===== config.mk =====
export PLATFORM = sky130hd
export DESIGN_NAME = seg7_multi_display_flat
export DESIGN_NICKNAME = d
export VERILOG_FILES = /design/src/rtl/seg7_multi_display_pkg.sv /design/src/rtl/seg7_multi_display_if.sv /design/src/rtl/seg7_glyph_lut.sv /design/src/rtl/seg7_multi_display.sv /design/src/flat_wrapper.sv
export SDC_FILE = /design/constraint.sdc
export NUM_CORES = 1
export LEC_CHECK = 0
export CAP_MARGIN = 20
export CORE_UTILIZATION = 40
export DETAILED_ROUTE_END_ITERATION = 8
export SETUP_SLACK_MARGIN = 0.4
export SLEW_MARGIN = 20
export SYNTH_ARGS = -nofsm -noshare
export SYNTH_HDL_FRONTEND = slang
export SYNTH_SLANG_ARGS = --single-unit

===== constraint.sdc =====
create_clock -name clk -period 3.2 [get_ports clk]
set_clock_uncertainty 0.05 [all_clocks]
set_input_delay 0.32 -clock clk [delete_from_list [all_inputs] [get_ports clk]]
set_output_delay 0.32 -clock clk [all_outputs]
set_load 0.1 [all_outputs]

===== src/rtl/seg7_multi_display_pkg.sv =====
// Shared types and constants for the multi-digit 7-segment display controller.
package seg7_pkg;

    // Width of one BCD digit / hex nibble.
    localparam int BCD_DIG_W = 4;

    typedef enum logic [1:0] {
        IDLE,
        SHIFT,
        UPDATE
    } state_t;

    // Active-low glyphs, bit order g..a = bit6..bit0.
    localparam logic [6:0] SEG_BLANK = 7'b1111111;
    localparam logic [6:0] SEG_DASH  = 7'b0111111;

    // Entry n is the glyph for nibble n (0..9, A, b, C, d, E, F).
    localparam logic [15:0][6:0] GLYPH_TAB = {
        7'b0001110,  // F
        7'b0000110,  // E
        7'b0100001,  // d
        7'b1000110,  // C
        7'b0000011,  // b
        7'b0001000,  // A
        7'b0010000,  // 9
        7'b0000000,  // 8
        7'b1111000,  // 7
        7'b0000010,  // 6
        7'b0010010,  // 5
        7'b0011001,  // 4
        7'b0110000,  // 3
        7'b0100100,  // 2
        7'b1111001,  // 1
        7'b1000000   // 0
    };

endpackage


===== src/rtl/seg7_multi_display_if.sv =====
// Request/status bundle between game logic (master) and the display controller (slave).
interface seg7_multi_display_if #(
    parameter int NUM_DIGITS = 3,
    parameter int DATA_W     = 7
);
    logic                    load;
    logic [DATA_W-1:0]       value;
    logic                    hex_mode;
    logic                    blank_lz;
    logic                    blink;
    logic                    busy;
    logic                    done;
    logic                    ovf;
    logic [7*NUM_DIGITS-1:0] seg;

    modport master (
        output load, value, hex_mode, blank_lz, blink,
        input  busy, done, ovf, seg
    );

    modport slave (
        input  load, value, hex_mode, blank_lz, blink,
        output busy, done, ovf, seg
    );
endinterface


===== src/rtl/seg7_glyph_lut.sv =====
// Combinational nibble -> active-low 7-segment glyph decoder.
module seg7_glyph_lut
    import seg7_pkg::*;
(
    input  logic [3:0] nib,
    output logic [6:0] glyph
);

    assign glyph = GLYPH_TAB[nib];

endmodule


===== src/rtl/seg7_multi_display.sv =====
// Multi-digit 7-segment controller: iterative double-dabble or hex nibble
// conversion, leading-zero blanking, overflow dashes and whole-display blink.
module seg7_multi_display
    import seg7_pkg::*;
#(
    parameter int NUM_DIGITS = 3,
    parameter int DATA_W     = 7,
    parameter int BLINK_DIV  = 25000000
) (
    input  logic               clk,
    input  logic               resetn,
    seg7_multi_display_if.slave bus
);

    localparam int BCD_W = BCD_DIG_W * (NUM_DIGITS + 1);
    localparam int SR_W  = BCD_W + DATA_W;
    localparam int CNT_W = $clog2(DATA_W + 1);
    localparam int HEX_W = (DATA_W > 4 * NUM_DIGITS) ? DATA_W : 4 * NUM_DIGITS;
    localparam int BLK_W = (BLINK_DIV > 1) ? $clog2(BLINK_DIV) : 1;
    localparam logic [7*NUM_DIGITS-1:0] ALL_BLANK = '1;

    state_t                   state;
    logic [CNT_W-1:0]         cnt;
    logic [SR_W-1:0]          sr;        // {BCD digits, binary being shifted out}
    logic                     hex_q;
    logic                     blz_q;
    logic                     carry_q;   // a 1 fell off the top of the BCD field
    logic                     busy_q;
    logic                     done_q;
    logic                     ovf_q;
    logic [7*NUM_DIGITS-1:0]  disp_q;    // stored digits, unaffected by blink
    logic [7*NUM_DIGITS-1:0]  seg_q;
    logic [BLK_W-1:0]         blk_cnt;
    logic                     blk_phase;

    logic [SR_W-1:0]                sr_adj;
    logic [HEX_W-1:0]               val_ext;
    logic [NUM_DIGITS-1:0][3:0]     nib;
    logic [NUM_DIGITS-1:0][6:0]     glyph;
    logic                           hex_over;
    logic                           over;
    logic [7*NUM_DIGITS-1:0]        new_disp;
    logic                           blk_wrap;
    logic                           phase_nx;

    // Double-dabble correction: add 3 to each BCD digit >= 5 before the shift.
    always_comb begin
        sr_adj = sr;
        for (int d = 0; d < NUM_DIGITS + 1; d++) begin
            if (sr[DATA_W + 4*d +: 4] >= 4'd5)
                sr_adj[DATA_W + 4*d +: 4] = sr[DATA_W + 4*d +: 4] + 4'd3;
        end
    end

    // In hex mode the shift register still holds the raw value in its low bits.
    assign val_ext = HEX_W'(sr[DATA_W-1:0]);

    generate
        if (HEX_W > 4 * NUM_DIGITS) begin : g_hex_ovf
            assign hex_over = |val_ext[HEX_W-1:4*NUM_DIGITS];
        end else begin : g_hex_fit
            assign hex_over = 1'b0;
        end
    endgenerate

    // Select digit source per mode; the extra BCD digit or a lost carry flags overflow.
    always_comb begin
        for (int k = 0; k < NUM_DIGITS; k++)
            nib[k] = hex_q ? val_ext[4*k +: 4] : sr[DATA_W + 4*k +: 4];
        over = hex_q ? hex_over : (carry_q | (sr[SR_W-1 -: 4] != 4'd0));
    end

    generate
        for (genvar k = 0; k < NUM_DIGITS; k++) begin : g_dig
            seg7_glyph_lut u_lut (
                .nib   (nib[k]),
                .glyph (glyph[k])
            );
        end
    endgenerate

    // Compose the new display: dashes on overflow, else glyphs with leading-zero blanking.
    always_comb begin
        logic lead;
        new_disp = ALL_BLANK;
        lead     = 1'b1;
        for (int k = NUM_DIGITS - 1; k >= 0; k--) begin
            lead = lead & (nib[k] == 4'd0);
            if (over)
                new_disp[7*k +: 7] = SEG_DASH;
            else if (blz_q && lead && (k != 0))
                new_disp[7*k +: 7] = SEG_BLANK;
            else
                new_disp[7*k +: 7] = glyph[k];
        end
    end

    // Conversion FSM: latch request, shift one bit per cycle, then publish.
    always_ff @(posedge clk or negedge resetn) begin
        if (!resetn) begin
            state   <= IDLE;
            cnt     <= '0;
            sr      <= '0;
            hex_q   <= 1'b0;
            blz_q   <= 1'b0;
            carry_q <= 1'b0;
            busy_q  <= 1'b0;
            done_q  <= 1'b0;
            ovf_q   <= 1'b0;
            disp_q  <= ALL_BLANK;
        end else begin
            done_q <= 1'b0;
            case (state)
                IDLE: begin
                    if (bus.load) begin
                        sr      <= {BCD_W'(0), bus.value};
                        hex_q   <= bus.hex_mode;
                        blz_q   <= bus.blank_lz;
                        carry_q <= 1'b0;
                        cnt     <= CNT_W'(DATA_W);
                        busy_q  <= 1'b1;
                        state   <= bus.hex_mode ? UPDATE : SHIFT;
                    end
                end
                SHIFT: begin
                    sr      <= {sr_adj[SR_W-2:0], 1'b0};
                    carry_q <= carry_q | sr_adj[SR_W-1];
                    cnt     <= cnt - 1'b1;
                    if (cnt == CNT_W'(1))
                        state <= UPDATE;
                end
                UPDATE: begin
                    disp_q <= new_disp;
                    ovf_q  <= over;
                    done_q <= 1'b1;
                    busy_q <= 1'b0;
                    state  <= IDLE;
                end
                default: begin
                    busy_q <= 1'b0;
                    state  <= IDLE;
                end
            endcase
        end
    end

    assign blk_wrap = (blk_cnt == BLK_W'(BLINK_DIV - 1));
    assign phase_nx = bus.blink & (blk_wrap ? ~blk_phase : blk_phase);

    // Blink timebase; dropping blink clears it so the display reappears at once.
    always_ff @(posedge clk or negedge resetn) begin
        if (!resetn) begin
            blk_cnt   <= '0;
            blk_phase <= 1'b0;
        end else if (!bus.blink) begin
            blk_cnt   <= '0;
            blk_phase <= 1'b0;
        end else begin
            blk_cnt   <= blk_wrap ? '0 : blk_cnt + 1'b1;
            blk_phase <= phase_nx;
        end
    end

    // Output register: new digits land with done; blink blanking is applied only here.
    always_ff @(posedge clk or negedge resetn) begin
        if (!resetn)
            seg_q <= ALL_BLANK;
        else if (phase_nx)
            seg_q <= ALL_BLANK;
        else if (state == UPDATE)
            seg_q <= new_disp;
        else
            seg_q <= disp_q;
    end

    assign bus.busy = busy_q;
    assign bus.done = done_q;
    assign bus.ovf  = ovf_q;
    assign bus.seg  = seg_q;

endmodule


===== src/flat_wrapper.sv =====
// flat-port wrapper written by rule: the top's interface ports become plain ports
module seg7_multi_display_flat import seg7_pkg::*;
#(
    parameter int NUM_DIGITS = 3,
    parameter int DATA_W     = 7,
    parameter int BLINK_DIV  = 25000000
)
  (clk, resetn, bus_load, bus_value, bus_hex_mode, bus_blank_lz, bus_blink, bus_busy, bus_done, bus_ovf, bus_seg);
  seg7_multi_display_if #(.NUM_DIGITS(NUM_DIGITS), .DATA_W(DATA_W)) bus_i ();
  input  logic clk;
  input  logic resetn;
  input wire logic [$bits(bus_i.load)-1:0] bus_load;
  input wire logic [$bits(bus_i.value)-1:0] bus_value;
  input wire logic [$bits(bus_i.hex_mode)-1:0] bus_hex_mode;
  input wire logic [$bits(bus_i.blank_lz)-1:0] bus_blank_lz;
  input wire logic [$bits(bus_i.blink)-1:0] bus_blink;
  output wire logic [$bits(bus_i.busy)-1:0] bus_busy;
  output wire logic [$bits(bus_i.done)-1:0] bus_done;
  output wire logic [$bits(bus_i.ovf)-1:0] bus_ovf;
  output wire logic [$bits(bus_i.seg)-1:0] bus_seg;
  assign bus_i.load = bus_load;
  assign bus_i.value = bus_value;
  assign bus_i.hex_mode = bus_hex_mode;
  assign bus_i.blank_lz = bus_blank_lz;
  assign bus_i.blink = bus_blink;
  assign bus_busy = bus_i.busy;
  assign bus_done = bus_i.done;
  assign bus_ovf = bus_i.ovf;
  assign bus_seg = bus_i.seg;
  seg7_multi_display #(.NUM_DIGITS(NUM_DIGITS), .DATA_W(DATA_W), .BLINK_DIV(BLINK_DIV)) u_core (.clk(clk), .resetn(resetn), .bus(bus_i));
endmodule

==> results of run 1 <==
Yosys cell counts, drive strengths merged, types with 4 or more instances:
| cell | number |
|---|---|
| nand2b | 26 |
| nor3 | 11 |
| and3 | 4 |
| nand2 | 57 |
| a21oi | 24 |
| a211oi | 5 |
| nand4 | 5 |
| and4 | 5 |
| a32o | 5 |
| xor2 | 9 |
| o31ai | 7 |
| o22a | 12 |
| o22ai | 4 |
| clkbuf | 23 |
| buf | 12 |
| xnor2 | 23 |
| mux2 | 7 |
| mux2i | 8 |
| o21ai | 32 |
| or2 | 4 |
| a31oi | 9 |
| ha | 33 |
| o32ai | 4 |
| inv | 33 |
| dfstp | 42 |
| nand3 | 21 |
| nor2b | 15 |
| nor2 | 49 |
| dfrtp | 60 |
kinds of logic after synthesis:
logic type	count (synthesis)	synth area share
and+or+nand+nor	210	0.190
buffers and inverters	69	0.0507
adders and majority gates	33	0.0718
xor gates and xnor gates	32	0.0487
muxes	15	0.0276
AOI/OAI and AO/OA	134	0.158
DFF	102	0.453
registers in the layout, summed over array words and instances, names as in the netlist:
name,flops
u_core.bus.busy,1
u_core.bus.done,1
u_core.blz_q,1
u_core.carry_q,1
u_core.bus.seg,21
u_core.sr,23
u_core.hex_q,1
u_core.cnt,3
u_core.bus.ovf,1
u_core.state,2
u_core.blk_phase,1
u_core.blk_cnt,25
u_core.disp_q,21
per-layer routing:
layer | wire length [um] | vias to the layer above
met1 | 5880 | 2091
li1 | - | 2102
met5 | 0 | -
met2 | 5770 | 93
met4 | 167 | 0
met3 | 641 | 12
cells in the final DEF, fill, tap and decap left out, drive strengths merged, types with 4 or more instances in the layout:
master	netlist	layout
o22ai	4	4
a31oi	9	9
xor2	9	9
clkdlybuf4s50	0	14
mux2	7	7
nand2	57	57
and4	5	5
and3	4	4
o22a	12	12
buf	12	29
nand3	21	21
clkbuf	23	13
dfrtp	60	60
nand2b	26	26
o31ai	7	7
inv	33	33
dfstp	42	42
nor3	11	11
or2	4	4
ha	33	33
o21ai	32	32
nor2	49	49
mux2i	8	8
nand4	5	5
o32ai	4	4
a211oi	5	5
a21oi	24	24
xnor2	23	23
a32o	5	5
nor2b	15	15
through the flow:
stage | power, mW | instance area, um^2
floorplan | 5.00 | 5750
global placement | 5.68 | 6190
detailed placement | 5.74 | 6190
CTS | 6.90 | 6490
global route | 7.34 | 6500
finish | 6.86 | 6500
final timing paths:
| path | depth (start not counted) | slack, ns | end |
|---|---|---|---|
| max | 8 | 0.61 | u_core.bus.seg[1] |
| min reg2reg | 2 | 0.42 | u_core.disp_q[19] |
| max in group asynchronous | 2 | 2.39 | u_core.disp_q[20] |
| max reg2reg | 8 | 0.61 | u_core.bus.seg[1] |
| min in group clk | 2 | 0.42 | u_core.disp_q[19] |
| min | 1 | -0.02 | u_core.bus.done |
area by class of cell:
type,instances,area share
inverters,34,0.0196
flip-flops and latches,102,0.401
well taps,180,0.0347
repair buffers,43,0.0576
multi-input cells,424,0.440
clock buffers,13,0.0402
clock inverters,3,0.00655
worst reg2reg max path: cells and delay by family (launching register included):
| kind | cells | cell delay (ns) |
|---|---|---|
| AOI/OAI and AO/OA | 3 | 0.39 |
| buffers and inverters | 1 | 0.32 |
| DFF | 1 | 0.42 |
| adders and majority gates | 1 | 0.36 |
| and+or+nand+nor | 2 | 0.44 |
| muxes | 1 | 0.51 |
where the power goes:
group / switching [mW] / total [mW] / leakage, nW / internal (mW)
Combinational: 2.34 / 3.47 / 1.37 / 1.13
Sequential: 0.374 / 2.25 / 1.24 / 1.88
Clock: 0.477 / 1.13 / 0.145 / 0.654
Total: 3.19 / 6.86 / 2.75 / 3.67
==> key figures, run 1 <==
GRT
  – Global route hottest layer: met2
  – Total track usage: 0.184
  – First-pass GRT wire length: 21200 um
  – Number of global-route vias before repair: 4252
  – Routing usage on met2: 0.291
  – M1 GR Usage: 0.242
  – Largest net degree at the start of global routing: 60
  – Met3 Track Usage GR: 0.0524
  – Remaining global-route overflow: 0
  – Initial antenna violation count: 0

Setup path
  – Setup crit start kind: flop
  – Slowest stage delay, CP: 0.50 ns
  – Worst Setup SP: u_core.hex_q
  – Crit path max fanout: 45
  – CP endpoint kind: flop
  – CP Buf/Inv Count: 1
  – Kind of critical path: flop to flop
  – CP Cell Sequence: buf_6, mux2i_1, ha_1, or2_2, a21oi_1, a211oi_1, o22a_1, nand2b_1
  – Critical-path top delay cell: mux2i_1
  – CP required: 3.43 ns
  – Kind of cell adding the most delay to the critical path: multiplexers
  – Worst Path Arrival: 2.82 ns
  – RR Startpoint: u_core.hex_q

Clocking
  – Latest clock arrival within the worst-skew pair: 0.36 ns
  – Buffers from clock root to sink, at most: 2
  – CTS tree: done
  – CTS Hold Buffers Added: 0
  – CTS Root Cell: clkbuf_16
  – Number of CTS-inserted buffers: 9
  – Clk slew on worst S/H paths: 0.07 ns
  – H-tree levels: 3
  – Clock sink total: 102
  – CTS-repair resized insts: 0
  – Post-CTS setup buffer count: 0

Synthesis
  – Share of the synthesized area in the top cell type: 0.261
  – Synth area leaders: dfrtp_1 26%, dfstp_2 19%, ha_1 7.2%, nand2_1 3.7%, xnor2_1 3.5%
  – Netlist cell types: 65
  – Yosys reg bits: 102
  – Yosys warnings: 0
  – Post-synth EDFFs: 0
  – Async S/R FF share, synth: 1.00
  – Synthesized cell area: 5750 um^2
  – Register area share after synthesis: 0.453
  – Syn avg cell area: 9.67 um^2
  – Synth Instances: 595
  – Synth Net Count: 641
  – Synth area leader: dfrtp_1
  – Primary FF master, synth: dfrtp_1

Layout
  – Area grow syn2layout: 12.9%
  – Sequential cell area: 2610 um^2
  – Post-Layout Cell Count: 799
  – Fillcell total: 1321
  – Antenna diodes: 0
  – Layout cell share with drive strength beyond 1: 0.178
  – Final nets: 660
  – Util after Layout: 0.466
  – Multi-input logic area: 2860 um^2

Timing
  – Final Hold Slack: -0.0207 ns
  – Slew Limit Fails: 0
  – Unrepaired setup endpoints after global routing: false
  – Slew headroom: 0.357
  – # setup viols final: 0
  – Tcrit/Tclk final: 0.810
  – Tmin final: 2.59 ns
  – Final worst setup slack: 0.608 ns
  – Final Hold Viols: 4
  – Worst slew pin tran: 0.961 ns
  – FMAX: 0.386 GHz
  – Setup TNS: 0 ns

Drt
  – Vias: 4298
  – Vias per inst: 5.38
  – Post-DR wirelength/cell: 15.6 um
  – DRC Markers: 0
  – Drt total wl: 12500 um
  – Iter 0 DRT Violations: 189
  – Pre-antenna DRT Iters: 5
  – Detail Route Antenna Nets: 0

Pwr
  – Leakage: 2.75 nW
  – Worst vdd ir: 0.594 mV
  – Power density of the placed cells: 1060 nW/um^2

Min path
  – Type of the most critical hold path: input port to asynchronous set/reset pin

Placement
  – Placed cell count: 783
  – Routability congestion estimate: 0.828
  – Port Buffers: 36
  – Placement Setup Slack: 0.539 ns
  – Hpwl dp: 8490 um

Floorplanning
  – Die Width: 122 um
  – Ports: 37
  – Die ar.: 14900 um^2
  – Die Span Y: 122 um
  – Initial core utilization: 0.413
  – Core Area: 13900 um^2
  – Row count: 43

Run status
  – Status: finished, violations left
  – Failing checks: hold timing

Run
  – Max_cap viols: 0
Power figures use the tool's default switching activity.
==> run 2, diff against run 1 <==
Clock period 3.2 ns to 2.2 ns, I/O delays scaled along.
==> key figures, run 2 (synthesis results as in run 1) <==
Pwr
  – NetSw: 5.21 mW
  – Design Power: 11.4 mW
  – Clock network power share: 0.138
  – Net Sw Frac: 0.459
  – Worst vdd ir: 1.23 mV
  – Power density of the placed cells: 1510 nW/um^2
  – Sequential Power Share: 0.283
  – Cell-internal power: 6.14 mW
  – Leakage: 3.26 nW
  – Logic gate share of total power: 0.578

Clocking
  – H-tree levels: 3
  – Clock sink total: 102
  – Clk slew on worst S/H paths: 0.07 ns
  – Number of CTS-inserted buffers: 9
  – CTS Root Cell: clkbuf_16
  – CTS tree: done
  – Latest clock arrival within the worst-skew pair: 0.36 ns
  – Buffers from clock root to sink, at most: 2

Floorplanning
  – Ports: 37
  – Row count: 43
  – Initial core utilization: 0.413
  – Die ar.: 14900 um^2
  – Die Width: 122 um
  – Core Area: 13900 um^2
  – Die Span Y: 122 um

GRT
  – Remaining global-route overflow: 0
  – Total track usage: 0.197
  – Initial antenna violation count: 0
  – Number of global-route vias before repair: 4607
  – First-pass GRT wire length: 22700 um
  – Largest net degree at the start of global routing: 44

Setup path
  – Worst Path Arrival: 2.39 ns
  – CP endpoint kind: flop
  – Kind of critical path: flop to flop
  – CP required: 2.45 ns
  – Setup crit start kind: flop
  – Crit path max fanout: 5

Layout
  – Fillcell total: 1173
  – Number of flip-flops in the largest register: 25
  – Antenna diodes: 0
  – Final nets: 717
  – Most common cell after layout, fill and taps aside: buf_4
  – Layout cell share with drive strength beyond 1: 0.368
  – Biggest regs: u_core.blk_cnt (25), u_core.sr (23)
  – Reg with most FFs: u_core.blk_cnt
  – Area grow syn2layout: 30.9%
  – Post-route cell area: 7530 um^2
  – Most frequent cells in the layout: 75 x buf_4, 52 x nand2_1, 51 x dfrtp_1
  – Util after Layout: 0.541

Drt
  – Pre-antenna DRT Iters: 5
  – Vias per inst: 5.28
  – Drt total wl: 13900 um
  – Detail Route Antenna Nets: 0
  – Post-DR wirelength/cell: 16.2 um
  – Vias: 4521
  – DRC Markers: 0
  – Iter 0 DRT Violations: 356

Timing
  – FMAX: 0.466 GHz
  – Final Hold Viols: 0
  – Slew headroom: 0.563
  – Tmin final: 2.15 ns
  – Slew Limit Fails: 0
  – Final worst setup slack: 0.0549 ns
  – Worst slew pin tran: 0.655 ns
  – Unrepaired setup endpoints after global routing: true
  – # setup viols final: 0
  – Tcrit/Tclk final: 0.975

Run
  – Max_cap viols: 0

Min path
  – Type of the most critical hold path: input port to asynchronous set/reset pin

Placement
  – Placement Setup Slack: -0.0556 ns
  – Routability congestion estimate: 0.894
  – Port Buffers: 36
  – Placed instance area: 6500 um^2
  – Hpwl dp: 9230 um

Run status
  – Status: finished, final reports clean
[run 2: cell types whose count changed in the layout (fill, tap and decap cells not counted), moves of 8 or more]
| cell | before | now |
|---|---|---|
| ha_1 | 33 | 19 |
| dfrtp_1 | 60 | 51 |
| dfrtp_2 | 0 | 9 |
| buf_4 | 27 | 75 |
| inv_1 | 33 | 25 |
| ha_4 | 0 | 9 |
[run 2: final timing paths]
check | endpoint | start | slack [ns] | depth (start not counted)
max | u_core.bus.seg[10] | u_core.hex_q | 0.05 | 10
min | u_core.sr[21] | resetn | 0.31 | 2
max reg2reg | u_core.bus.seg[10] | u_core.hex_q | 0.05 | 10
min reg2reg | u_core.disp_q[20] | u_core.disp_q[20] | 0.43 | 2
max in group asynchronous | u_core.bus.seg[4] | resetn | 1.02 | 3
min in group clk | u_core.sr[0] | bus_value[0] | 0.36 | 3
[run 2: layer usage]
layer	GRT usage	vias up	wire length (um)	share of wire
met5	0	-	0	0
met4	0.0718	0	199	0.014
met3	0.0496	16	430	0.031
met2	0.324	77	6990	0.50
met1	0.250	2211	6270	0.45
li1	-	2217	-	-
[run 2: worst max-delay path: stages (launching register included)]
cell      delay [ns]
dfrtp_2         0.42
buf_6           0.14
clkinv_8        0.05
a21boi_4        0.23
buf_4           0.17
ha_4            0.20
nor2b_1         0.13
o211a_1         0.27
a211oi_2        0.16
o22a_1          0.16
nand2b_1        0.10
[run 2: metrics by stage]
| stage | hold WS (ns) | setup TNS, ns | instances |
|---|---|---|---|
| after CTS | 0.316 | 0 | 839 |
| after global routing | 0.350 | -0.158 | 856 |
| final | 0.309 | 0 | 856 |
| after floorplan | -0.126 | -0.0792 | 595 |
| after detailed placement | 0.165 | -0.0556 | 814 |
| after global placement | 0.158 | -0.0176 | 814 |
[run 2: area by class of cell]
type | instances | area, um^2 | share of cell area
sequential | 102 | 2620 | 0.347
clock buffer | 13 | 272 | 0.0360
multi-input combinational | 424 | 3370 | 0.448
timing repair buffer | 100 | 878 | 0.117
clock inverter | 3 | 17.5 | 0.00233
inverter | 34 | 150 | 0.0199
tap | 180 | 225 | 0.0299
[run 2: timing repair]
| action | in CTS | in global routing |
|---|---|---|
| gates resized for setup | 42 | 79 |
| hold buffers | 1 | 0 |
| endpoints found under the setup margin | 65 | 57 |
| buffers inserted | 8 | 16 |
| pin swaps | 13 | 25 |
| hold endpoints to repair | 23 | 0 |
| gates cloned | 0 | 1 |
[run 2: power groups by stage]
stage,combinational (mW),sequential (mW),clock (mW)
after floorplan,2.89,4.56,0
after global placement,5.59,3.19,0
after detailed placement,5.67,3.21,0
after CTS,6.01,3.19,1.62
after global routing,7.08,3.30,1.70
final,6.57,3.21,1.57
==> run 3, diff against run 2 <==
Settings changed: SYNTH_HIERARCHICAL from default to 1.
==> key figures, run 3 <==
Timing
  – Setup TNS: 0 ns
  – Slew Limit Fails: 0
  – Unrepaired setup endpoints after global routing: true
  – Final Hold Viols: 0
  – # setup viols final: 0
  – Final Hold Slack: 0.325 ns
  – FMAX: 0.471 GHz
  – Tcrit/Tclk final: 0.965
  – Tmin final: 2.12 ns
  – Slew headroom: 0.659
  – Worst slew pin tran: 0.512 ns

Synthesis
  – Largest family of logic cells by synthesized area: simple AND/OR/NAND/NOR gates
  – Post-synth EDFFs: 0
  – Async S/R FF share, synth: 1.00
  – Syn avg cell area: 10.1 um^2
  – Post-Synth XOR/XNOR Area: 0.0493
  – Synthesized cell area: 5510 um^2
  – Share of the synthesized area in the top cell type: 0.272
  – Netlist cell types: 52
  – Count leader, synth: nor2_1
  – Synth area leader: dfrtp_1
  – Primary FF master, synth: dfrtp_1
  – Multiplexer share of the synthesized area: 0.0540
  – Synth Net Count: 591
  – Register area share after synthesis: 0.473
  – Synth Area in Simple Gates: 0.191
  – Yosys reg bits: 102
  – Yosys warnings: 6
  – Synth Area in Compound Gates: 0.115
  – Synth Instances: 545
  – Synth area leaders: dfrtp_1 27%, dfstp_2 20%, ha_1 7.5%, nor2_1 5.5%, xor2_1 3.0%
  – Synth Area in Adders: 0.0749
  – Post-synth top cells: 81 x nor2_1, 60 x dfrtp_1, 42 x dfstp_2, 36 x nand2_1, 33 x ha_1

Setup path
  – FF-to-FF End: u_core/bus.seg[19]
  – Critical path depth: 8
  – Worst-case reg-to-reg path depth: 8
  – Kind of critical path: flop to flop
  – Cell mode on critical path: buf_6
  – Slowest stage delay, CP: 0.44 ns
  – CP Cell Sequence: nand4_2, or4_4, nor4b_4, mux2i_2, buf_6, buf_6, buf_12, nand2b_1
  – Kind of cell adding the most delay to the critical path: simple AND/OR/NAND/NOR gates
  – FF-to-FF setup slack: 0.08 ns
  – Critical Path End: u_core/bus.seg[19]
  – Crit path max fanout: 7
  – Worst Setup SP: u_core/blk_cnt[13]
  – CP Buf/Inv Count: 3
  – Critical-path top delay cell: or4_4
  – Worst Path Arrival: 2.36 ns
  – Setup crit start kind: flop
  – CP required: 2.44 ns
  – CP endpoint kind: flop
  – RR Startpoint: u_core/blk_cnt[13]

Layout
  – Final nets: 695
  – Biggest regs: u_core/blk_cnt (25), u_core/sr (23)
  – Area grow syn2layout: 38.1%
  – Number of flip-flops in the largest register: 25
  – Post-route cell area: 7610 um^2
  – Most common cell after layout, fill and taps aside: buf_4
  – Antenna diodes: 0
  – Most frequent cells in the layout: 78 x buf_4, 58 x dfrtp_1, 48 x nor2_1
  – Reg with most FFs: u_core/blk_cnt
  – Layout cell share with drive strength beyond 1: 0.451
  – Post-Layout Cell Count: 830

GRT
  – Number of global-route vias before repair: 4310
  – Initial antenna violation count: 0
  – Remaining global-route overflow: 0
  – First-pass GRT wire length: 20700 um
  – Total track usage: 0.184
  – Largest net degree at the start of global routing: 39

Drt
  – Iter 0 DRT Violations: 216
  – Drt total wl: 12900 um
  – Pre-antenna DRT Iters: 4
  – Post-DR wirelength/cell: 15.5 um
  – Detail Route Antenna Nets: 0
  – Vias per inst: 5.21
  – Vias: 4327
  – DRC Markers: 0

Placement
  – Hpwl dp: 8390 um
  – Placed cell count: 772
  – Port Buffers: 36
  – Routability congestion estimate: 0.807
  – Placed instance area: 6380 um^2

Pwr
  – Worst vdd ir: 0.656 mV
  – Design Power: 10.9 mW
  – Sequential Power Share: 0.286
  – Clock network power share: 0.145
  – Logic gate share of total power: 0.568
  – Leakage: 3.21 nW
  – NetSw: 4.98 mW
  – Power density of the placed cells: 1430 nW/um^2
  – Net Sw Frac: 0.457
  – Cell-internal power: 5.91 mW

Floorplanning
  – Ports: 37
  – Initial core utilization: 0.413
  – Die ar.: 14200 um^2
  – Die Span Y: 119 um
  – Core Area: 13300 um^2
  – Die Width: 119 um
  – Row count: 42

Clocking
  – H-tree levels: 3
  – Latest clock arrival within the worst-skew pair: 0.36 ns
  – Clock sink total: 102
  – CTS tree: done
  – Buffers from clock root to sink, at most: 2
  – CTS Root Cell: clkbuf_16
  – Clk slew on worst S/H paths: 0.07 ns
  – Number of CTS-inserted buffers: 9

Run status
  – Status: finished, final reports clean

Run
  – Max_cap viols: 0

Min path
  – Type of the most critical hold path: input port to asynchronous set/reset pin
[run 3: cell types whose count changed in the layout (fill, tap and decap cells not counted), sizes merged, moves of 10 or more]
cell,previous run,this run
nor2,49,81
nand2,57,36
buf,87,102
xnor2,23,12
nor2b,15,5
xor2,9,19
[run 3: metal layers]
layer  vias to the layer above  share of wire  GRT usage
li1                       2089              -          -
met1                      2142           0.43      0.236
met2                        65           0.51      0.303
met3                        31          0.033     0.0431
met4                         0          0.024     0.0648
met5                         -              0          0
[run 3: logic make-up after synthesis]
group           after synthesis
simple gates                210
flops                       102
compound gates               96
buf+inv                      49
fa+ha+maj                    33
xor+xnor                     31
mux                          24
[run 3: metrics by stage]
step                worst slack [ns]  utilization
CTS                            0.122        0.527
floorplan                     0.0318            -
global placement               0.127        0.478
global route               -0.000271        0.570
detailed placement            0.0996        0.478
finish                        0.0780        0.570
[run 3: timing repair]
item / in CTS / in global routing
setup endpoints to repair: 63 / 73
endpoints found under the hold margin: 22 / 0
gates cloned: 1 / 3
buffers inserted: 18 / 19
pin swaps: 18 / 48
hold buffers: 1 / 0
gates resized for setup: 47 / 102
[run 3: worst min path at each step]
stage                 from            endpoint  slack, ns
finish              resetn  u_core/blk_cnt[20]       0.33
global route        resetn   u_core/blk_cnt[3]       0.36
CTS                 resetn   u_core/blk_cnt[3]       0.33
floorplan           resetn   u_core/blk_cnt[0]      -0.13
global placement    resetn  u_core/blk_cnt[17]       0.17
detailed placement  resetn  u_core/blk_cnt[15]       0.18
[run 3: cell type report]
type	instances	area, um^2
repair buffers	116	1110
multi-input cells	395	3280
clock buffers	10	229
fillers	1133	5740
inverters	25	108
well taps	176	220
flip-flops and latches	102	2610
clock inverters	6	60.1
[run 3: power by group through the flow]
| stage | logic, mW | registers (mW) | clock network, mW |
|---|---|---|---|
| finish | 6.19 | 3.12 | 1.58 |
| global route | 6.68 | 3.20 | 1.71 |
| CTS | 5.67 | 3.10 | 1.63 |
| detailed placement | 5.23 | 3.12 | 0 |
| global placement | 5.13 | 3.11 | 0 |
| floorplan | 2.62 | 4.47 | 0 |
